[src/rtl/if_stage.sv]
// Instruction-fetch stage: program counter, next-PC selection from the decode-stage
// redirect, and the IF/ID pipeline register feeding decode.
module if_stage #(
   parameter logic [31:0] RESET_PC = 32'h0000_3000,
   parameter logic [31:0] NOP      = 32'h0000_0000
) (
   input  logic        clk,
   input  logic        reset,
   input  logic        stall,
   input  logic        clr_D,
   input  logic [1:0]  npc_sel,
   input  logic [15:0] imm16_D,
   input  logic [25:0] imm26_D,
   input  logic [31:0] rs_val_D,
   output logic [31:0] pc_F,
   input  logic [31:0] instr_F,
   output logic [31:0] instr_D,
   output logic [31:0] pc_D,
   output logic [31:0] pc8_D
);

   typedef enum logic [1:0] {
      NPC_SEQ    = 2'd0,
      NPC_BRANCH = 2'd1,
      NPC_JUMP   = 2'd2,
      NPC_JR     = 2'd3
   } npc_sel_t;

   npc_sel_t    sel;
   logic [31:0] seq_pc;
   logic [31:0] branch_off;
   logic [31:0] branch_pc;
   logic [31:0] jump_pc;
   logic [31:0] jr_pc;
   logic [31:0] next_pc;

   assign sel = npc_sel_t'(npc_sel);

   // Redirect targets are relative to the instruction in D, not to the delay slot in F;
   // all arithmetic wraps modulo 2^32.
   always_comb begin
      seq_pc     = pc_F + 32'd4;
      branch_off = {{14{imm16_D[15]}}, imm16_D, 2'b00};
      branch_pc  = pc_D + 32'd4 + branch_off;
      jump_pc    = (pc_D & 32'hF000_0000) | {4'b0000, imm26_D, 2'b00};
      jr_pc      = rs_val_D & 32'hFFFF_FFFC;
      next_pc    = seq_pc;
      unique case (sel)
         NPC_SEQ:    next_pc = seq_pc;
         NPC_BRANCH: next_pc = branch_pc;
         NPC_JUMP:   next_pc = jump_pc;
         NPC_JR:     next_pc = jr_pc;
         default:    next_pc = seq_pc;
      endcase
   end

   always_ff @(posedge clk or negedge reset) begin
      if (!reset) begin
         pc_F <= RESET_PC;
      end else if (!stall) begin
         pc_F <= next_pc;
      end
   end

   // Clear squashes only the word, the PC of the bubble still tracks the fetch address.
   always_ff @(posedge clk or negedge reset) begin
      if (!reset) begin
         instr_D <= NOP;
         pc_D    <= RESET_PC;
      end else if (!stall) begin
         instr_D <= clr_D ? NOP : instr_F;
         pc_D    <= pc_F;
      end
   end

   assign pc8_D = pc_D + 32'd8;

endmodule

[config.mk]
export PLATFORM = sky130hd
export DESIGN_NAME = if_stage
export DESIGN_NICKNAME = d
export VERILOG_FILES = /design/src/rtl/if_stage.sv
export SDC_FILE = /design/constraint.sdc
export NUM_CORES = 1
export LEC_CHECK = 0
export BUFFER_PORTS_ARGS = -buffer_cell sky130_fd_sc_hd__clkbuf_2
export CAP_MARGIN = 10
export CORE_MARGIN = 8
export CORE_UTILIZATION = 55
export CTS_BUF_LIST = sky130_fd_sc_hd__clkbuf_16
export CTS_CLUSTER_DIAMETER = 40
export CTS_CLUSTER_SIZE = 24
export DETAILED_ROUTE_END_ITERATION = 16
export MAX_ROUTING_LAYER = met4
export PLACE_DENSITY = 0.85
export SLEW_MARGIN = 10
export SYNTH_ARGS = -nofsm -noshare
export SYNTH_HDL_FRONTEND = slang
export SYNTH_SLANG_ARGS = --single-unit
[constraint.sdc]
create_clock -name clk -period 7.4 [get_ports clk]
set_input_delay 0.37 -clock clk [delete_from_list [all_inputs] [get_ports clk]]
set_output_delay 0.37 -clock clk [all_outputs]
set_load 0.03 [all_outputs]
; ---- Word-level counts from Yosys, hierarchy flattened
; Cells that the tools add are included.
[op_classes]
add_sub_neg = 4
n_eq_ne = 3
mux = 2
bitwise_logic = 1
n_reduce_logical = 1
[op_table]
columns = op, count
row1 = 32-bit one-hot mux with 4 select lines, 1
row2 = 32-bit by 3-bit adder with 32-bit output (second input constant), 2
row3 = 32-bit adder, 1
row4 = 32-bit by 4-bit adder with 32-bit output (second input constant), 1
row5 = 32-bit 2-to-1 mux, 1
row6 = 32-bit by 28-bit bitwise OR with 32-bit output, 1
row7 = 2-bit equality test (second input constant), 2
row8 = 2-bit by 1-bit equality test with 1-bit output (second input constant), 1
row9 = 2-bit logical NOT, 1
[word_totals]
register_bits = 96
elab_cells = 14

; ---- Logic depth before layout (Yosys ltp)
; Gate-level depths: netlist of the first run.
[depth]
ltp_word = 3
ltp_mapped = 14

; ---- Worst setup path after synthesis of the first run
; OpenSTA, ideal clock, no wires.
[synth_timing]
kind = flip-flop to flip-flop
start = reg pc_D[3]
end = reg pc_F[25]
setup_time_ns = 0.069
arrival_ns = 3.082
setup_slack_ns = 4.249
stages_incl_launch_ff = 13
path_buffers = 0
period_less_slack_ns = 3.151
cell_sequence = dfrtp_1 ha_1 ha_1 inv_1 fa_1 nand2b_1 a21oi_1 o2111ai_1 a22o_1 o31ai_1 a21oi_1 or4_1 nand3_1
[synth_via]
elab_chain_cells = 3
[synth_rtl]
columns = element, line
row1 = start: declaration, 18  ; output logic [31:0] pc_D,
row2 = start signal: assignment, 72  ; pc_D <= pc_F;
row3 = 32-bit by 3-bit adder with 32-bit output, 44  ; branch_pc = pc_D + 32'd4 + branch_off;
row4 = 32-bit adder, 44
row5 = 32-bit one-hot mux with 4 select lines, 48  ; unique case (sel)
row6 = end signal: assignment, 61  ; pc_F <= next_pc;
row7 = end: declaration, 15  ; output logic [31:0] pc_F,
; No other way between the ends.
; A chain may end at the register's enable or synchronous reset.

; ---- Worst setup path in the final report of the first run
; Ends and elaborated chain as after synthesis.

==> results of run 1 <==
-- through the flow --
stage          instances  hold slack [ps]  util, %  worst slack, ps
2_1_floorplan        817             74.4        -             4250
3_3_place_gp        1191              332     65.4             4010
3_5_place_dp        1191              334     65.4             3910
4_1_cts             1208              230     67.7             3840
5_1_grt             1208              248     67.7             3560
6_report            1208              236     67.7             3780
-- state kept, by name, summed over array words and instances, names as in the netlist --
name	count
pc_D	32
instr_D	32
pc_F	32
-- layout make-up --
| type | instances | share of cell area (%) |
|---|---|---|
| multi-input combinational | 653 | 52.1 |
| sequential | 96 | 27.2 |
| timing repair buffer | 242 | 13.9 |
| clock buffer | 9 | 2.54 |
| tap | 176 | 2.49 |
| inverter | 25 | 1.06 |
| clock inverter | 7 | 0.692 |
-- power by group --
part	internal, W	total, W	leakage, nW	switching (W)
combinational	0.000672	0.00182	2.92	0.00115
sequential	0.000658	0.000879	1.16	0.000221
clock	0.000235	0.000458	0.140	0.000223
total	0.00157	0.00316	4.23	0.00159
-- cell usage in the layout (no fill, tap or decap), types with 10 or more instances in the layout --
master / Yosys / routed
nand3_1: 32 / 32
and3_1: 16 / 16
clkbuf_2: 0 / 235
nand2_1: 77 / 77
xnor2_1: 37 / 37
a21oi_1: 70 / 70
a21o_1: 10 / 10
mux2_2: 41 / 41
xor2_1: 13 / 13
nand4_1: 13 / 13
mux2i_1: 14 / 14
nor2_1: 47 / 46
nand2b_1: 37 / 37
o21ai_0: 65 / 65
dfrtp_1: 92 / 92
ha_1: 59 / 59
nor3_1: 12 / 12
inv_1: 25 / 25
-- final timing paths --
| kind | cells after the start | start | end | slack (ps) |
|---|---|---|---|---|
| worst max-delay path | 12 | pc_D[3] | pc_F[25] | 3780 |
| worst min-delay path | 2 | instr_F[31] | instr_D[31] | 240 |
| worst max register to register | 12 | pc_D[3] | pc_F[25] | 3780 |
| worst min register to register | 2 | instr_D[21] | instr_D[21] | 490 |
| max in group asynchronous | 3 | reset | instr_D[13] | 5720 |
| min in group asynchronous | 2 | reset | pc_D[18] | 500 |
-- critical path: stages, from the launching register on --
cell       delay (ps)
dfrtp_1           450
ha_1              310
ha_1              190
inv_1              80
fa_1              400
nand2b_1          200
a21oi_1           260
o2111ai_1         290
a22o_1            320
o31ai_1           400
a21oi_1           150
or4_1             410
nand3_1           100
-- logic make-up (layout without fill, tap and decap cells) --
kind of cell / after synthesis / in the layout / share of synthesized area, %
adder cells (fa/ha/maj): 60 / 60 / 10.4
AO/OA/AOI/OAI: 224 / 224 / 19.2
multiplexers: 61 / 61 / 10.1
flip-flops: 96 / 96 / 33.0
buffers and inverters: 68 / 283 / 3.67
AND/OR/NAND/NOR: 258 / 258 / 17.5
XOR/XNOR: 50 / 50 / 6.01
-- per-layer routing --
layer  wire (um)  vias to the layer above
li1            -                     3414
met1        9430                     3446
met2       10600                      326
met3        1630                       53
met4         561                        0
met5           0                        -
==> results.yml, run 1 <==
final_layout:
  regArea_um2: 2410
  layout.nets: 1199
  layout-drive-gt1-share_pct: 30.9
  multiInputGateArea_um2: 4620
  diodes: 0
  fillCellCount: 1051
  area_delta_synth_final_pct: 21.5
  final_cell_area_um2: 8850
yosys:
  synth.area.top_cells: "dfrtp_1 (32%), ha_1 (10%), mux2_2 (6.3%)"
  syn_inst: 817
  synth_seq_cells: 96
  syn_nets: 989
  synth.yosys.seq_area_share_pct: 33.0
  syn_area_um2: 7290
  synth_area_leader_cell: "dfrtp_1"
  yosys.area.top_type_share_pct: 31.6
  synth_most_common_cell: "dfrtp_1"
  async_flop_share_pct: 100
  synth_common_cells: "dfrtp_1 (92), nand2_1 (77), a21oi_1 (70), o21ai_0 (65), ha_1 (59)"
  synth.distinct_cells: 63
  synth_ff_type: "dfrtp_1"
  synth_warnings: 0
  syn_area_per_cell_um2: 8.92
  synth_edf_count: 0
route:
  wl_per_cell_um: 18.4
  drc: 0
  routed_via_density: 5.99
  wirelength_um: 22200
  num_vias: 7239
  first_pass_iters: 5
  drtIter0Drc: 653
  drtAntennaViolNets: 0
timing:
  fmax_mhz: 276
  max_slew_margin_pct: 32.6
  drv_slew: 0
  period_needed_ps: 3620
  worst_pin_slew_ps: 1010
  rsz0062_at_grt: "no"
  final_hold_viol_count: 0
  tns_ps: 0
  final.setup_skew_ps: 6.23
  setup_viol_count_final: 0
  post-route-period-util_pct: 48.9
job:
  maxCapViolCount: 0
run_status:
  status: "finished, final reports clean"
floorplanning:
  io_pins: 240
  start_util_pct: 55.7
  num_rows: 42
  core_area_um2: 13100
  die_h_um: 131
  die_w_um: 131
  dieArea_um2: 17200
min_path:
  hp-class: "input pin to register"
clock_network:
  numCtsBuffers: 9
  htreeDepth: 3
  clk_latency_ps: 350
  cts_setup_buffers: 0
  clkTransAtPathRegs_ps: 70
  cts_tree: "done"
  cts_resized: 0
  ctsRootBufferMaster: "clkbuf_16"
  holdBufCountCts: 1
  ctsLongestPathBuffers: 2
  clock-sinks: 96
place:
  placed_area_um2: 8560
  io_buffers: 237
  hpwl_um: 16800
  gp_congestion: 0.959
grt:
  grt_pass1_vias: 7232
  gr-usage-met3_pct: 5.30
  grt.busiest_layer: "met2"
  grtUsageMet1_pct: 31.9
  grtUsageMet2_pct: 41.7
  grt_pass1_wl_um: 36200
  overflow: 0
  grt_start_max_net_pins: 102
  grt_usage_pct: 26.0
  antenna_found_initial: 0
power_and_ir_drop:
  powerDensity_nw_per_um2: 356
  leakagePower_nw: 4.23
  irDropWorstVdd_mv: 0.260
  finalPower_w: 0.00316
setup_path:
  startpoint_type: "register"
  worstPathRequired_ps: 7690
  arrival_ps: 3910
  critPathMaxFanout: 7
  cp-end-kind: "register"
  path_class: "register to register"
No activity file was read; power rests on OpenSTA's default activity.
==> run 2, diff against run 1 <==
--- a/config.mk
+++ b/config.mk
@@ -5,16 +5,17 @@
 export SDC_FILE = /design/constraint.sdc
 export NUM_CORES = 1
 export LEC_CHECK = 0
+export ABC_AREA = 1
 export BUFFER_PORTS_ARGS = -buffer_cell sky130_fd_sc_hd__clkbuf_2
 export CAP_MARGIN = 10
 export CORE_MARGIN = 8
-export CORE_UTILIZATION = 55
+export CORE_UTILIZATION = 49
 export CTS_BUF_LIST = sky130_fd_sc_hd__clkbuf_16
 export CTS_CLUSTER_DIAMETER = 40
 export CTS_CLUSTER_SIZE = 24
 export DETAILED_ROUTE_END_ITERATION = 16
 export MAX_ROUTING_LAYER = met4
-export PLACE_DENSITY = 0.85
+export PLACE_DENSITY = 0.78
 export SLEW_MARGIN = 10
 export SYNTH_ARGS = -nofsm -noshare
 export SYNTH_HDL_FRONTEND = slang
==> constraint.sdc (replaced) <==
create_clock -name clk -period 3 [get_ports clk]
set_input_delay 0.15 -clock clk [delete_from_list [all_inputs] [get_ports clk]]
set_output_delay 0.15 -clock clk [all_outputs]
set_load 0.03 [all_outputs]
==> run 2 against run 1 <==
Net effect: first-iteration DRC count is 36% higher; cell count increased by 47%; flip-flop and latch count did not move; routed wire length rose by 36%; die area increased by 25%; non-clock buffer count rose by 25; combinational power grew 57%; core utilization fell by 7.4 points; area after synthesis is 15% higher; clock power grew to 2.5 times the previous value; worst hold slack worse by 210 ps; sequential power grew 93%; critical path type unchanged; largest cell class unchanged.
==> results.yml, run 2 <==
setup_path:
  r2r_end: "pc_F[11]"
  reg2reg_depth: 13
  cp-end-kind: "register"
  rrSetupSlack_ps: 310
  worstPathRequired_ps: 3270
  cp.buffers_inverters: 2
  startpoint_type: "register"
  arrival_ps: 2950
  cp_slowest_cell: "dfrtp_1"
  critical_path.top_delay_family: "simple AND/OR/NAND/NOR gates"
  worstPathCellList: "ha_1, ha_1, inv_1, fa_1, inv_1, nand3_1, nand3_1, nand2_1, nand2_1, nor2_1, nor3b_1, nor3_1, o21ai_0"
  max_stage_delay_ps: 440
  path_class: "register to register"
  rr_startpoint: "pc_D[3]"
  critPathMaxFanout: 5
yosys:
  synth_most_common_cell: "nand2_1"
  synth_common_cells: "nand2_1 (428), inv_1 (217), o21ai_0 (98), dfrtp_1 (92), nor2_1 (92)"
  synth_area_leader_cell: "dfrtp_1"
  syn_nets: 1477
  async_flop_share_pct: 100
  synth.area.top_cells: "dfrtp_1 (27%), nand2_1 (19%), inv_1 (9.7%)"
  yosys.area.top_type_share_pct: 27.5
  synth_edf_count: 0
  synth.distinct_cells: 46
  syn_inst: 1305
  synth_warnings: 0
  syn_area_per_cell_um2: 6.42
  synth_seq_cells: 96
  synth.yosys.seq_area_share_pct: 28.7
  syn_area_um2: 8380
  synth_ff_type: "dfrtp_1"
route:
  drc: 0
  num_vias: 9283
  routed_via_density: 5.22
  wl_per_cell_um: 17.0
  first_pass_iters: 7
  drtIter0Drc: 888
  wirelength_um: 30200
  drtAntennaViolNets: 0
clock_network:
  clkTransAtPathRegs_ps: 70
  htreeDepth: 3
  clock-sinks: 96
  ctsLongestPathBuffers: 2
  ctsRootBufferMaster: "clkbuf_16"
  numCtsBuffers: 9
  cts_resized: 0
  clk_latency_ps: 340
  cts_tree: "done"
floorplanning:
  die_h_um: 147
  io_pins: 240
  core_area_um2: 17000
  die_w_um: 147
  dieArea_um2: 21500
  start_util_pct: 49.3
  num_rows: 48
timing:
  rsz0062_at_grt: "no"
  max_slew_margin_pct: 39.9
  fin_ws_ps: 314
  tns_ps: 0
  post-route-period-util_pct: 89.5
  worst_pin_slew_ps: 900
  fmax_mhz: 372
  setup_viol_count_final: 0
  final_hold_viol_count: 0
  hold_ws_ps: 25.3
  period_needed_ps: 2690
  final.setup_skew_ps: 7.69
  drv_slew: 0
final_layout:
  layout_common_cells: "nand2_1 (428), clkbuf_2 (235), inv_1 (218), o21ai_0 (98), dfrtp_1 (92)"
  fillCellCount: 1655
  mostFrequentLayoutCell: "nand2_1"
  regArea_um2: 2410
  area_delta_synth_final_pct: 22.2
  final_cell_area_um2: 10200
  layout.nets: 1721
  reg.largest.list: "instr_D: 32 flops, pc_D: 32 flops, pc_F: 32 flops"
  multiInputGateArea_um2: 4980
  diodes: 0
  layout-drive-gt1-share_pct: 20.7
power_and_ir_drop:
  finalPower_w: 0.00570
  irDropWorstVdd_mv: 0.391
  leakagePower_nw: 5.82
  powerDensity_nw_per_um2: 557
place:
  io_buffers: 237
  gp_congestion: 0.945
  hpwl_um: 25100
  post-place-ws_ps: 368
  placed_area_um2: 9930
min_path:
  hp-class: "input pin to register"
  holdCritStartpoint: "instr_F[9]"
  min_to: "instr_D[9]"
  holdPathStages: 3
job:
  maxCapViolCount: 0
grt:
  overflow: 0
  grt_start_max_net_pins: 57
  antenna_found_initial: 0
  grt_pass1_wl_um: 48200
  grt_pass1_vias: 9072
  grt_usage_pct: 28.8
run_status:
  status: "finished, final reports clean"
run 2: cell types whose count changed in the layout (fill, tap and decap cells not counted), moves of 24 or more:
cell,previous run,this run
inv_1,25,218
xnor2_1,37,8
nand2_1,77,428
nor2_1,46,91
nand3_1,32,85
mux2_2,41,0
buf_4,6,30
o21ai_0,65,98
nand2b_1,37,0
a21oi_1,70,34
run 2: report_power, final:
group / leakage (nW) / internal [W] / switching (W) / total, W
clock network: 0.143 / 0.000646 / 0.000505 / 0.00115
logic: 4.49 / 0.000870 / 0.00199 / 0.00285
registers: 1.19 / 0.00148 / 0.000222 / 0.00170
run 2: cell type report:
type | instances | area share [%]
flip-flops and latches | 96 | 23.5
repair buffers | 267 | 14.0
well taps | 225 | 2.75
clock inverters | 7 | 0.697
clock buffers | 9 | 2.20
inverters | 223 | 8.18
multi-input cells | 952 | 48.7
run 2: how the worst max path moves through the flow:
stage / depth (start not counted) / from / slack [ps] / end
finish: 13 / pc_D[3] / 310 / pc_F[11]
global route: 11 / pc_D[5] / 130 / pc_F[14]
CTS: 13 / pc_D[3] / 350 / pc_F[11]
detailed placement: 16 / pc_D[3] / 370 / pc_F[23]
global placement: 13 / pc_D[3] / 410 / pc_F[11]
floorplan: 8 / pc_D[3] / 610 / pc8_D[28]
run 2: logic make-up (layout without fill, tap and decap cells):
group | count (synthesis) | after routing | share of synthesized area [%]
and+or+nand+nor | 692 | 692 | 35.7
DFF | 96 | 96 | 28.7
buffers and inverters | 257 | 506 | 11.8
adders and majority gates | 60 | 60 | 9.05
AOI/OAI and AO/OA | 168 | 168 | 11.4
xor gates and xnor gates | 32 | 32 | 3.35
run 2: tightest hold or removal path: cells and delay by family:
| family | cells | cell delay (ps) |
|---|---|---|
| buffers and inverters | 2 | 110 |
| AO/OA/AOI/OAI | 1 | 70 |
run 2: stage by stage:
stage | utilization (%) | std cells
after floorplan | - | 1305
after global placement | 58.4 | 1762
after detailed placement | 58.4 | 1762
after CTS | 60.2 | 1779
after global routing | 60.2 | 1779
final | 60.2 | 1779
run 2: timing repair:
item	in CTS	in global routing
setup buffers	0	0
hold buffers	1	0
endpoints found under the hold margin	43	0
run 2: layer usage:
layer,vias up,global-route usage [%],share of wire [%]
met2,386,45.4,46
met3,41,4.18,7.1
met4,0,8.09,2.3
met1,4234,37.9,45
met5,-,-,0
li1,4622,-,-
==> run 3, diff against run 2 <==
--- a/config.mk
+++ b/config.mk
@@ -9,14 +9,15 @@
 export BUFFER_PORTS_ARGS = -buffer_cell sky130_fd_sc_hd__clkbuf_2
 export CAP_MARGIN = 10
 export CORE_MARGIN = 8
-export CORE_UTILIZATION = 49
+export CORE_UTILIZATION = 45
 export CTS_BUF_LIST = sky130_fd_sc_hd__clkbuf_16
 export CTS_CLUSTER_DIAMETER = 40
 export CTS_CLUSTER_SIZE = 24
 export DETAILED_ROUTE_END_ITERATION = 16
 export MAX_ROUTING_LAYER = met4
-export PLACE_DENSITY = 0.78
+export PLACE_DENSITY = 0.72
 export SLEW_MARGIN = 10
 export SYNTH_ARGS = -nofsm -noshare
 export SYNTH_HDL_FRONTEND = slang
 export SYNTH_SLANG_ARGS = --single-unit
+export TNS_END_PERCENT = 20
==> run 3 against run 2 <==
Net effect: register-to-register slack worse by 90 ps; combinational power about the same; global-route usage decreased by 2.4 points; sequential power is essentially flat; total power is 0.42% lower; sequential share of layout area barely moved; worst setup slack worse by 90 ps; fmax down 3.2%; first-iteration DRC count is 22% lower; critical path depth increased by 3; cell count grew 0.45%; die area is 7.9% higher.
==> results.yml, run 3 (same netlist as run 2, synthesis figures left out) <==
timing:
  rsz0062_at_grt: "no"
  final_hold_viol_count: 0
  worst_pin_slew_ps: 942
  final.setup_skew_ps: 6.64
  max_slew_margin_pct: 37.1
  drv_slew: 0
  post-route-period-util_pct: 92.5
  fmax_mhz: 360
  tns_ps: 0
  period_needed_ps: 2780
  setup_viol_count_final: 0
  hold_ws_ps: 30.6
grt:
  grt_usage_pct: 26.4
  grt_pass1_vias: 9062
  grt_start_max_net_pins: 87
  overflow: 0
  antenna_found_initial: 0
  grt_pass1_wl_um: 47700
final_layout:
  fillCellCount: 1847
  diodes: 0
  layout.nets: 1720
  area_delta_synth_final_pct: 22.0
  layout-drive-gt1-share_pct: 20.5
  layout_common_cells: "nand2_1 (428), clkbuf_2 (235), inv_1 (219), o21ai_0 (98), dfrtp_1 (92)"
  multiInputGateArea_um2: 4980
  reg.largest.list: "instr_D: 32 flops, pc_D: 32 flops, pc_F: 32 flops"
  fin_cells: 1787
  mostFrequentLayoutCell: "nand2_1"
  regArea_um2: 2410
route:
  routed_via_density: 5.14
  wirelength_um: 30300
  drc: 0
  drtIter0Drc: 690
  num_vias: 9190
  drtAntennaViolNets: 0
  wl_per_cell_um: 16.9
  first_pass_iters: 6
clock_network:
  ctsLongestPathBuffers: 2
  clkTransAtPathRegs_ps: 70
  clock-sinks: 96
  numCtsBuffers: 9
  cts_tree: "done"
  clk_latency_ps: 340
  cts_resized: 0
  ctsRootBufferMaster: "clkbuf_16"
  htreeDepth: 3
power_and_ir_drop:
  leakagePower_nw: 5.82
  powerDensity_nw_per_um2: 556
  irDropWorstVdd_mv: 0.343
place:
  gp_congestion: 0.952
  hpwl_um: 25100
  place_inst: 1770
  io_buffers: 237
floorplanning:
  die_w_um: 152
  start_util_pct: 45.4
  num_rows: 50
  io_pins: 240
  die_h_um: 152
  core_area_um2: 18500
  dieArea_um2: 23200
setup_path:
  path_class: "register to register"
  critPathMaxFanout: 5
  arrival_ps: 3010
  max_stage_delay_ps: 430
  worstPathRequired_ps: 3230
  startpoint_type: "register"
  worstPathCellList: "ha_1, ha_1, inv_1, fa_1, inv_1, nand3_1, nand3_1, nand2_1, nand3_1, nand2_1, nand2_1, nand2_1, nand3_1, o21ai_0, nand2_1, nand2_1"
  cp-end-kind: "register"
  cp_slowest_cell: "dfrtp_1"
  crit_top_cell: "nand2_1"
min_path:
  hp-class: "input pin to register"
job:
  maxCapViolCount: 0
run_status:
  status: "finished, final reports clean"
[run 3: worst paths after layout]
check,from,to,slack (ps),cells after the start
max,pc_D[3],pc_F[23],220,16
min,instr_F[5],instr_D[5],30,3
max reg2reg,pc_D[3],pc_F[23],220,16
min reg2reg,instr_D[10],instr_D[10],490,2
max in group asynchronous,reset,pc_D[12],1780,3
min in group asynchronous,reset,instr_D[2],400,2
[run 3: worst max-delay path: cells and delay by family (launching register included)]
kind | cells | cell delay (ps)
AOI/OAI and AO/OA | 1 | 180
adders and majority gates | 3 | 930
buffers and inverters | 2 | 190
DFF | 1 | 430
and+or+nand+nor | 10 | 930
[run 3: layer usage]
metal | wire length [um] | GRT usage, %
met1 | 13700 | 34.1
met2 | 13800 | 42.5
met3 | 2100 | 4.20
met4 | 645 | 6.83
met5 | 0 | -
[run 3: through the flow]
stage	total power [W]	setup slack [ps]	area (um^2)	util (%)
global placement	0.00451	322	9920	53.8
CTS	0.00567	287	10200	55.4
global route	0.00607	19.0	10200	55.4
finish	0.00568	225	10200	55.4
floorplan	0.00356	610	8380	-
detailed placement	0.00454	308	9920	53.8
[run 3: layout make-up]
cell class              instances  share of cell area (%)
clock buffers                   9                    2.20
repair buffers                266                    13.8
multi-input cells             952                    48.8
flip-flops and latches         96                    23.5
well taps                     234                    2.86
inverters                     223                    8.19
clock inverters                 7                   0.636
[run 3: timing repair]
item	CTS	global route
setup endpoints to repair	0	0
hold buffers	1	0
endpoints found under the hold margin	52	0
buffers inserted	0	0
[run 3: report_power, final]
group | switching (W) | total [W] | internal [W]
registers | 0.000211 | 0.00169 | 0.00148
clock network | 0.000492 | 0.00113 | 0.000640
logic | 0.00199 | 0.00286 | 0.000870
total | 0.00269 | 0.00568 | 0.00299
